[config.mk]
export PLATFORM = sky130hd
export DESIGN_NAME = spi_slave_responder
export DESIGN_NICKNAME = d
export VERILOG_FILES = /design/src/rtl/spi_pkg.sv /design/src/rtl/sync_edge.sv /design/src/rtl/spi_slave_responder.sv
export SDC_FILE = /design/constraint.sdc
export NUM_CORES = 1
export LEC_CHECK = 0
export ABC_CLOCK_PERIOD_IN_PS = 1520
export CORE_ASPECT_RATIO = 0.5
export CORE_MARGIN = 4
export CORE_UTILIZATION = 25
export CTS_CLUSTER_DIAMETER = 150
export DETAILED_ROUTE_END_ITERATION = 10
export GPL_TIMING_DRIVEN = 0
export SYNTH_ARGS = -nofsm -noshare
export SYNTH_HDL_FRONTEND = slang
export SYNTH_HIERARCHICAL = 1
export SYNTH_SLANG_ARGS = --single-unit
[constraint.sdc]
create_clock -name i2c_wb_clk_i -period 1.52 [get_ports i2c_wb_clk_i]
set_input_delay 0.152 -clock i2c_wb_clk_i [delete_from_list [all_inputs] [get_ports i2c_wb_clk_i]]
set_output_delay 0.152 -clock i2c_wb_clk_i [all_outputs]
set_load 0.02 [all_outputs]
[src/rtl/spi_pkg.sv]
// Shared SPI definitions: default widths, idle fill byte, FSM encoding and mode-0 constants
// used by both this slave and the bridge's SPI master.
package spi_pkg;

  localparam int unsigned DefaultDw = 8;
  localparam logic [DefaultDw-1:0] DefaultDummy = 8'hFF;

  // Mode 0: SCK idles low, data sampled on the leading (rising) edge.
  localparam logic SpiCpol = 1'b0;
  localparam logic SpiCpha = 1'b0;

  typedef enum logic {
    StIdle,
    StActive
  } spi_state_e;

endpackage

[src/rtl/sync_edge.sv]
// Two-flop synchronizer for an asynchronous pin, plus a third flop for rise/fall detection.
module sync_edge (
  input  logic clk_i,
  input  logic d_i,
  output logic rise_o,
  output logic fall_o
);

  logic meta_q, sync_q, prev_q;

  // Left unreset so a pin already held low through reset never looks like a fresh edge.
  always_ff @(posedge clk_i) begin
    meta_q <= d_i;
    sync_q <= meta_q;
    prev_q <= sync_q;
  end

  assign rise_o = sync_q & ~prev_q;
  assign fall_o = ~sync_q & prev_q;

endmodule

[src/rtl/spi_slave_responder.sv]
// Mode-0 SPI slave: oversampled pins, RX byte stream out, TX byte stream in, full duplex.
module spi_slave_responder
  import spi_pkg::*;
#(
  parameter int unsigned     DW    = DefaultDw,
  parameter logic [DW-1:0]   DUMMY = DefaultDummy
) (
  input  logic          i2c_wb_clk_i,
  input  logic          i2c_wb_rst_i,
  input  logic          sck_i,
  input  logic          mosi_i,
  input  logic          ss_n_i,
  output logic          miso_o,
  output logic          miso_oe,
  input  logic [DW-1:0] tx_data,
  input  logic          tx_valid,
  output logic          tx_ready,
  output logic [DW-1:0] rx_data,
  output logic          rx_valid,
  input  logic          rx_ready,
  output logic          rx_overrun,
  output logic          tx_underrun,
  output logic          busy
);

  localparam int unsigned CW = (DW > 1) ? $clog2(DW) : 1;
  localparam logic [CW-1:0] LastBit = CW'(DW - 1);

  logic sck_rise, sck_fall, ss_rise, ss_fall;
  logic mosi_meta_q, mosi_sync_q;
  logic sample_edge, shift_edge, load;

  spi_state_e    state_q, state_d;
  logic [CW-1:0] bit_cnt_q, bit_cnt_d;
  logic [DW-1:0] rx_shift_q, rx_shift_d;
  logic [DW-1:0] tx_shift_q, tx_shift_d;
  logic [DW-1:0] tx_buf_q, tx_buf_d;
  logic          tx_full_q, tx_full_d;
  logic          load_pend_q, load_pend_d;
  logic          byte_done_q, byte_done_d;
  logic [DW-1:0] rx_data_q, rx_data_d;
  logic          rx_valid_q, rx_valid_d;
  logic          rx_overrun_q, rx_overrun_d;
  logic          tx_underrun_q, tx_underrun_d;

  sync_edge u_sck_sync (
    .clk_i  (i2c_wb_clk_i),
    .d_i    (sck_i),
    .rise_o (sck_rise),
    .fall_o (sck_fall)
  );

  sync_edge u_ss_sync (
    .clk_i  (i2c_wb_clk_i),
    .d_i    (ss_n_i),
    .rise_o (ss_rise),
    .fall_o (ss_fall)
  );

  always_ff @(posedge i2c_wb_clk_i) begin
    mosi_meta_q <= mosi_i;
    mosi_sync_q <= mosi_meta_q;
  end

  assign sample_edge = (SpiCpol ^ SpiCpha) ? sck_fall : sck_rise;
  assign shift_edge  = (SpiCpol ^ SpiCpha) ? sck_rise : sck_fall;

  always_comb begin
    state_d       = state_q;
    bit_cnt_d     = bit_cnt_q;
    rx_shift_d    = rx_shift_q;
    tx_shift_d    = tx_shift_q;
    tx_buf_d      = tx_buf_q;
    load_pend_d   = load_pend_q;
    byte_done_d   = 1'b0;
    rx_data_d     = rx_data_q;
    rx_valid_d    = rx_valid_q;
    rx_overrun_d  = 1'b0;
    tx_underrun_d = 1'b0;
    load          = 1'b0;

    case (state_q)
      StIdle: begin
        if (ss_fall) begin
          state_d     = StActive;
          bit_cnt_d   = '0;
          load_pend_d = 1'b0;
          load        = 1'b1;
        end
      end
      StActive: begin
        // Deselect wins over a coincident SCK edge, so a frame ending on its last fall
        // does not fetch a byte nobody will clock out.
        if (ss_rise) begin
          state_d     = StIdle;
          bit_cnt_d   = '0;
          rx_shift_d  = '0;
          load_pend_d = 1'b0;
        end else begin
          if (sample_edge) begin
            rx_shift_d = {rx_shift_q[DW-2:0], mosi_sync_q};
            if (bit_cnt_q == LastBit) begin
              bit_cnt_d   = '0;
              byte_done_d = 1'b1;
              load_pend_d = 1'b1;
            end else begin
              bit_cnt_d = bit_cnt_q + 1'b1;
            end
          end
          if (shift_edge) begin
            if (load_pend_q) begin
              load        = 1'b1;
              load_pend_d = 1'b0;
            end else begin
              tx_shift_d = {tx_shift_q[DW-2:0], 1'b0};
            end
          end
        end
      end
      default: state_d = StIdle;
    endcase

    if (load) begin
      tx_shift_d    = tx_full_q ? tx_buf_q : DUMMY;
      tx_underrun_d = ~tx_full_q;
    end
    if (tx_valid && !tx_full_q) begin
      tx_buf_d = tx_data;
    end
    tx_full_d = (tx_full_q & ~load) | (tx_valid & ~tx_full_q);

    if (byte_done_q) begin
      if (!rx_valid_q || rx_ready) begin
        rx_data_d  = rx_shift_q;
        rx_valid_d = 1'b1;
      end else begin
        rx_overrun_d = 1'b1;
      end
    end else if (rx_valid_q && rx_ready) begin
      rx_valid_d = 1'b0;
    end
  end

  always_ff @(posedge i2c_wb_clk_i) begin
    if (i2c_wb_rst_i) begin
      state_q       <= StIdle;
      bit_cnt_q     <= '0;
      rx_shift_q    <= '0;
      tx_shift_q    <= '0;
      tx_buf_q      <= '0;
      tx_full_q     <= 1'b0;
      load_pend_q   <= 1'b0;
      byte_done_q   <= 1'b0;
      rx_data_q     <= '0;
      rx_valid_q    <= 1'b0;
      rx_overrun_q  <= 1'b0;
      tx_underrun_q <= 1'b0;
    end else begin
      state_q       <= state_d;
      bit_cnt_q     <= bit_cnt_d;
      rx_shift_q    <= rx_shift_d;
      tx_shift_q    <= tx_shift_d;
      tx_buf_q      <= tx_buf_d;
      tx_full_q     <= tx_full_d;
      load_pend_q   <= load_pend_d;
      byte_done_q   <= byte_done_d;
      rx_data_q     <= rx_data_d;
      rx_valid_q    <= rx_valid_d;
      rx_overrun_q  <= rx_overrun_d;
      tx_underrun_q <= tx_underrun_d;
    end
  end

  assign busy        = (state_q == StActive);
  assign miso_oe     = busy;
  assign miso_o      = busy & tx_shift_q[DW-1];
  assign tx_ready    = ~tx_full_q;
  assign rx_data     = rx_data_q;
  assign rx_valid    = rx_valid_q;
  assign rx_overrun  = rx_overrun_q;
  assign tx_underrun = tx_underrun_q;

endmodule

# Word level (Yosys, flattened, before mapping)
# Index checks and enable logic that the tools add are counted.
dict set report word_totals {
  register_bits 50
  out_inout_bits 15
}
dict set report classes {
  add_sub_neg 1
  eq_ne 6
  mux 32
  n_bitwise 17
  n_reduce_logical 17
}
# op n
set ops {}
lappend ops {{8-bit 2-to-1 mux} 8}
lappend ops {{1-bit 2-to-1 mux} 16}
lappend ops {{3-bit 2-to-1 mux} 4}
lappend ops {{1-bit NOT} 9}
lappend ops {{2-bit AND reduction} 4}
lappend ops {{2-bit nonzero test} 4}
lappend ops {{1-bit bitwise AND} 7}
lappend ops {{1-bit case mux with 2 select lines} 3}
lappend ops {{3-bit case mux with 2 select lines} 1}
lappend ops {{2-bit by 1-bit != test with 1-bit output, second input constant} 2}
lappend ops {{2-bit != test, second input constant} 2}
lappend ops {{4-bit AND reduction} 1}
lappend ops {{2-bit OR reduction} 2}
lappend ops {{4-bit OR reduction} 1}
lappend ops {{3-bit by 1-bit adder with 3-bit output, second input constant} 1}
lappend ops {{3-bit == test, second input constant} 1}
lappend ops {{3-bit != test, second input constant} 1}
lappend ops {{1-bit logical AND} 2}
lappend ops {{1-bit logical NOT} 2}
lappend ops {{1-bit logical OR} 1}
lappend ops {{1-bit bitwise OR} 1}

# Logic depth before layout (Yosys ltp)
dict set report logic_depth {
  depth_word 8
  ltp_mapped 6
  depth_no_buf 5
}

# Hierarchy
# The synthesis kept the hierarchy.
# mod n_inst cells_each area_each_um2
set modules_own_cells {}
lappend modules_own_cells {spi_slave_responder 1 201 1819.2}
lappend modules_own_cells {sync_edge 2 5 75.1}

# Worst setup path after synthesis
# Ideal clock, no wire load.
dict set report synth_path {
  path_type {register to register}
  from {register state_q (netlist: busy)}
  to {register tx_shift_q[1]}
  setup_time_ns 0.132
  arrival_ns 1.272
  path_slack_ns 0.116
  stages_incl_launch_ff 5
  n_path_buf 1
  synth_period_minus_slack_ns 1.404
  path_cell_list {dfxtp_1 buf_6 nand4b_1 a21oi_4 a221oi_2}
}
dict set report synth_between {
  elab_chain_cells 4
  elab_cells_between_ends 8
  classes_between {eq/ne (2); mux (2); bitwise (1); reduce/logical (3)}
}
# element line
set synth_lines {}
lappend synth_lines {{start, declared} spi_slave_responder.sv:33} ;# spi_state_e state_q, state_d;
lappend synth_lines {{start signal, assigned} spi_slave_responder.sv:146} ;# state_q <= StIdle;
lappend synth_lines {{start signal, assigned} spi_slave_responder.sv:159} ;# state_q <= state_d;
lappend synth_lines {{1-bit NOT (no source line)} n/a}
lappend synth_lines {{1-bit case mux with 2 select lines} spi_slave_responder.sv:82} ;# case (state_q)
lappend synth_lines {{2-bit != test (no source line), or another cell as far along} n/a}
lappend synth_lines {{4-bit AND reduction (no source line)} n/a}
lappend synth_lines {{end signal, assigned} spi_slave_responder.sv:162} ;# tx_shift_q <= tx_shift_d;
lappend synth_lines {{end, declared} spi_slave_responder.sv:36} ;# logic [DW-1:0] tx_shift_q, tx_shift_d;
# Parallel ways exist; a longest one is shown, timed or not.
# A chain may end at the register's enable or synchronous reset.

# Worst setup path in the final report
dict set report layout_path {
  from {register state_q (netlist: busy)}
  to {output port busy}
}
# element line
set layout_lines {}
lappend layout_lines {{end, declared} spi_slave_responder.sv:23} ;# output logic busy
# No word-level cell between the ends.

==> metrics.md <==
| Metric | Value |
|---|---|
| First-pass GRT wire length | 7130 microns |
| Wire length on met2 | roughly 2100 microns |
| Post-layout min period | approximately 1400 ps |
| DR vias | about 1600 |
| Synth top area share | between 50% and 60% |
| Count leader, synth | dfxtp_1 |
| Final WL | ~4100 microns |
| Worst hold path class | input port to register |
| M1 wire length | approximately 1800 microns |
| Initial antenna violation count | 0 |
| Synth Area per Inst | a little over 9 sq um |
| Status | finished, final reports clean |
| DIE HEIGHT | between 70 and 80 microns |
| Avg WL per Cell | about 12 microns |
| Worst-path fanout max | 3 |
| Crit path buf inv count | 1 |
| Critical path cell sequence | clkdlybuf4s50_1 |
| Met3 WL post-DR | between 80 and 90 microns |
| # rows | 22 |
| Total Routing Usage GR | 9.19% |
| Combinational group share of total power | 8.3% |
| Pwr dens | approximately 1100 nW/um^2 |
| GPL Wtd Cong | ~0.73 |
| Sequential element share of the synthesized area | a little over 50% |
| Syn nets | between 200 and 250 |
| Commonest cells post-synth | dfxtp_1 (50), a21oi_1 (23), nand2_1 (20) |
| Clock power frac | a little over two fifths |
| Num Clock Sinks | 50 |
| Mapped Area | 1970 sq um |
| Yosys cell types | 32 |
| Cell count after synthesis | 211 |
| Finish-stage setup viols | 0 |
| Yosys warning count | 6 |
| Highest metal layer with signal wires | met4 |
| Critical Path Max Stage Delay | roughly 630 ps |
| Post-synth top area cell | dfxtp_1 |
| Max frequency | 0.697 GHz |
| Hpwl dp | 3070 microns |
| Max Clock Skew | 4.80 ps |
| Max Root-Sink Buffers | 2 |
| Worst VDD drop | 462 uV |
| Hold Path Origin | i2c_wb_rst_i |
| Gr ovfl total | 0 |
| IO buf count | 28 |
| Via density per instance | approximately 4.4 |
| # hold bufs at CTS | 0 |
| Required time worst endpoint | 1370 ps |
| CTS H-Tree Depth | 2 |
| Final Hold Fails | 0 |
| Critical path arrival | between 1000 and 1500 ps |
| Sw Share | 22.0% |
| Die ar. | roughly 9400 sq um |
| Startpoint Class | register |
| Initial core utilization | about a quarter |
| Core Area | ~7500 sq um |
| Layout cells sized above 1 | approximately an eighth |
| Clock root buffer | clkbuf_16 |
| Post-route cell area | roughly 2600 sq um |
| Worst Max-Slew Pin Slew | 599 ps |
| CP Launch Point | busy |
| Number of synthesized flops with an enable pin | 0 |
| Number of global-route vias before repair | 1643 |
| Internal power | between 2000 and 2500 uW |
| DRT Pass-1 Iters | 4 |
| Die X-Extent | ~130 microns |
| Reg-to-reg startpoint | u_ss_sync/sync_q |
| Crit Path Category | register to output pin |
| DP Area | 2380 sq um |
| Seq pwr share | a little under half |
| Synth area leaders | dfxtp_1 (51%), a21oi_1 (5.8%), a221oi_2 (5.3%) |
| Largest net degree at the start of global routing | 17 |
| Clock latency on the worst-skew pair | around 290 ps |
| Critical path's slowest cell | clkdlybuf4s50_1 |
| Nets | 265 |
| Final hold slack | 187 ps |
| Max-cap check violation count | 0 |
| Max_slew headroom | approximately three fifths |
| Nature of the critical path endpoint | output pin |
| Post-layout util | 34.5% |
| RSZ-0062 raised after global routing | no |
| I/O pins | 30 |
| Ys async rst share | 0% |
| Sw power | between 600 and 700 uW |
| Initial DRC count | 116 |
| # diodes | 0 |
| Num CTS Buffers | 5 |
| Total power | roughly 2900 uW |
| Leak pwr | 0.000917 uW |
| Clk slew on worst S/H paths | ~60 ps |
| Slew Limit Fails | 0 |
| Period utilization | a little over nine tenths |
| Crit-path leading delay family | buffers and inverters |
| Area growth syn-to-layout | 31.3% |
| Main synth FF type | dfxtp_1 |
| CTS tree | done |
| FF+latch count, synth | 50 |
| DR DRC count | 0 |
| Antenna viol nets, final | 0 |
| Setup TNS | 0 ps |
## sequential cells by signal, summed over array words and instances, names as in the netlist, 3 cells and up
signal,count
bit_cnt_q,3
rx_data,8
rx_shift_q,8
tx_buf_q,8
tx_shift_q,8
## stage by stage
stage / setup WS [ps] / cells
final: 84.7 / 357
after global routing: 25.1 / 357
after CTS: 4.17 / 355
after detailed placement: -16.0 / 347
after global placement: 28.7 / 347
after floorplan: 116 / 211
## path summary, 6_finish.rpt
path	endpoint	slack [ps]	depth (start not counted)
setup / recovery	busy	80	1
hold / removal	tx_shift_q[7]	190	2
setup reg to reg	tx_shift_q[5]	130	5
hold reg to reg	u_ss_sync/sync_q	330	0
## cell families after synthesis
group / count (synthesis) / share of synthesized area [%]
AOI/OAI and AO/OA: 62 / 22.2
DFF: 50 / 50.8
adders and majority gates: 2 / 1.27
and+or+nand+nor: 72 / 18.7
buffers and inverters: 25 / 6.99
## worst register-to-register path, cell delays in order (launching register included)
cell and delay, ps:
dfxtp_1 340, nor2b_4 210, nand4b_1 250, a21oi_4 100, buf_12 150, a221oi_2 260
## layout by cell type, fill, tap and decap left out, types with 3 or more instances in the layout
| cell | n |
|---|---|
| nand3_1 | 17 |
| nand2_1 | 20 |
| clkbuf_1 | 7 |
| nor2_1 | 18 |
| o21ai_0 | 12 |
| o21a_1 | 7 |
| dlygate4sd2_1 | 3 |
| dfxtp_1 | 50 |
| inv_1 | 9 |
| clkdlybuf4s50_1 | 25 |
| buf_6 | 3 |
| buf_4 | 3 |
| a22oi_1 | 8 |
| clkbuf_16 | 5 |
| a221oi_2 | 7 |
| nor2b_1 | 3 |
| a21oi_1 | 23 |
## layer usage
layer	up-vias	global-route usage (%)
li1	803	-
met1	757	9.87
met2	17	16.9
met3	10	2.34
met4	0	4.79
met5	-	0
## repair_timing
| action | in CTS | in global routing |
|---|---|---|
| pin swaps | 0 | 1 |
| setup endpoints to repair | 10 | 9 |
| gates cloned | 0 | 0 |
| buffers inserted | 0 | 2 |
| resized for setup | 4 | 1 |
## power groups by stage
stage | clock (uW) | sequential [uW] | combinational, uW
after CTS | 1290 | 1380 | 239
after global placement | 0 | 1410 | 235
final | 1260 | 1380 | 241
after floorplan | 0 | 1410 | 156
after global routing | 1350 | 1390 | 264
after detailed placement | 0 | 1410 | 241
## area by class of cell
| class | count | area, sq um |
|---|---|---|
| Sequential cell | 50 | 1000 |
| Timing Repair Buffer | 30 | 304 |
| Clock buffer | 5 | 125 |
| Clock inverter | 3 | 43.8 |
| Buffer | 16 | 104 |
| Inverter | 9 | 33.8 |
| Tap cell | 108 | 135 |
| Multi-Input combinational cell | 136 | 838 |
| Fill cell | 775 | 4900 |
(Power assumes the default switching activity.)
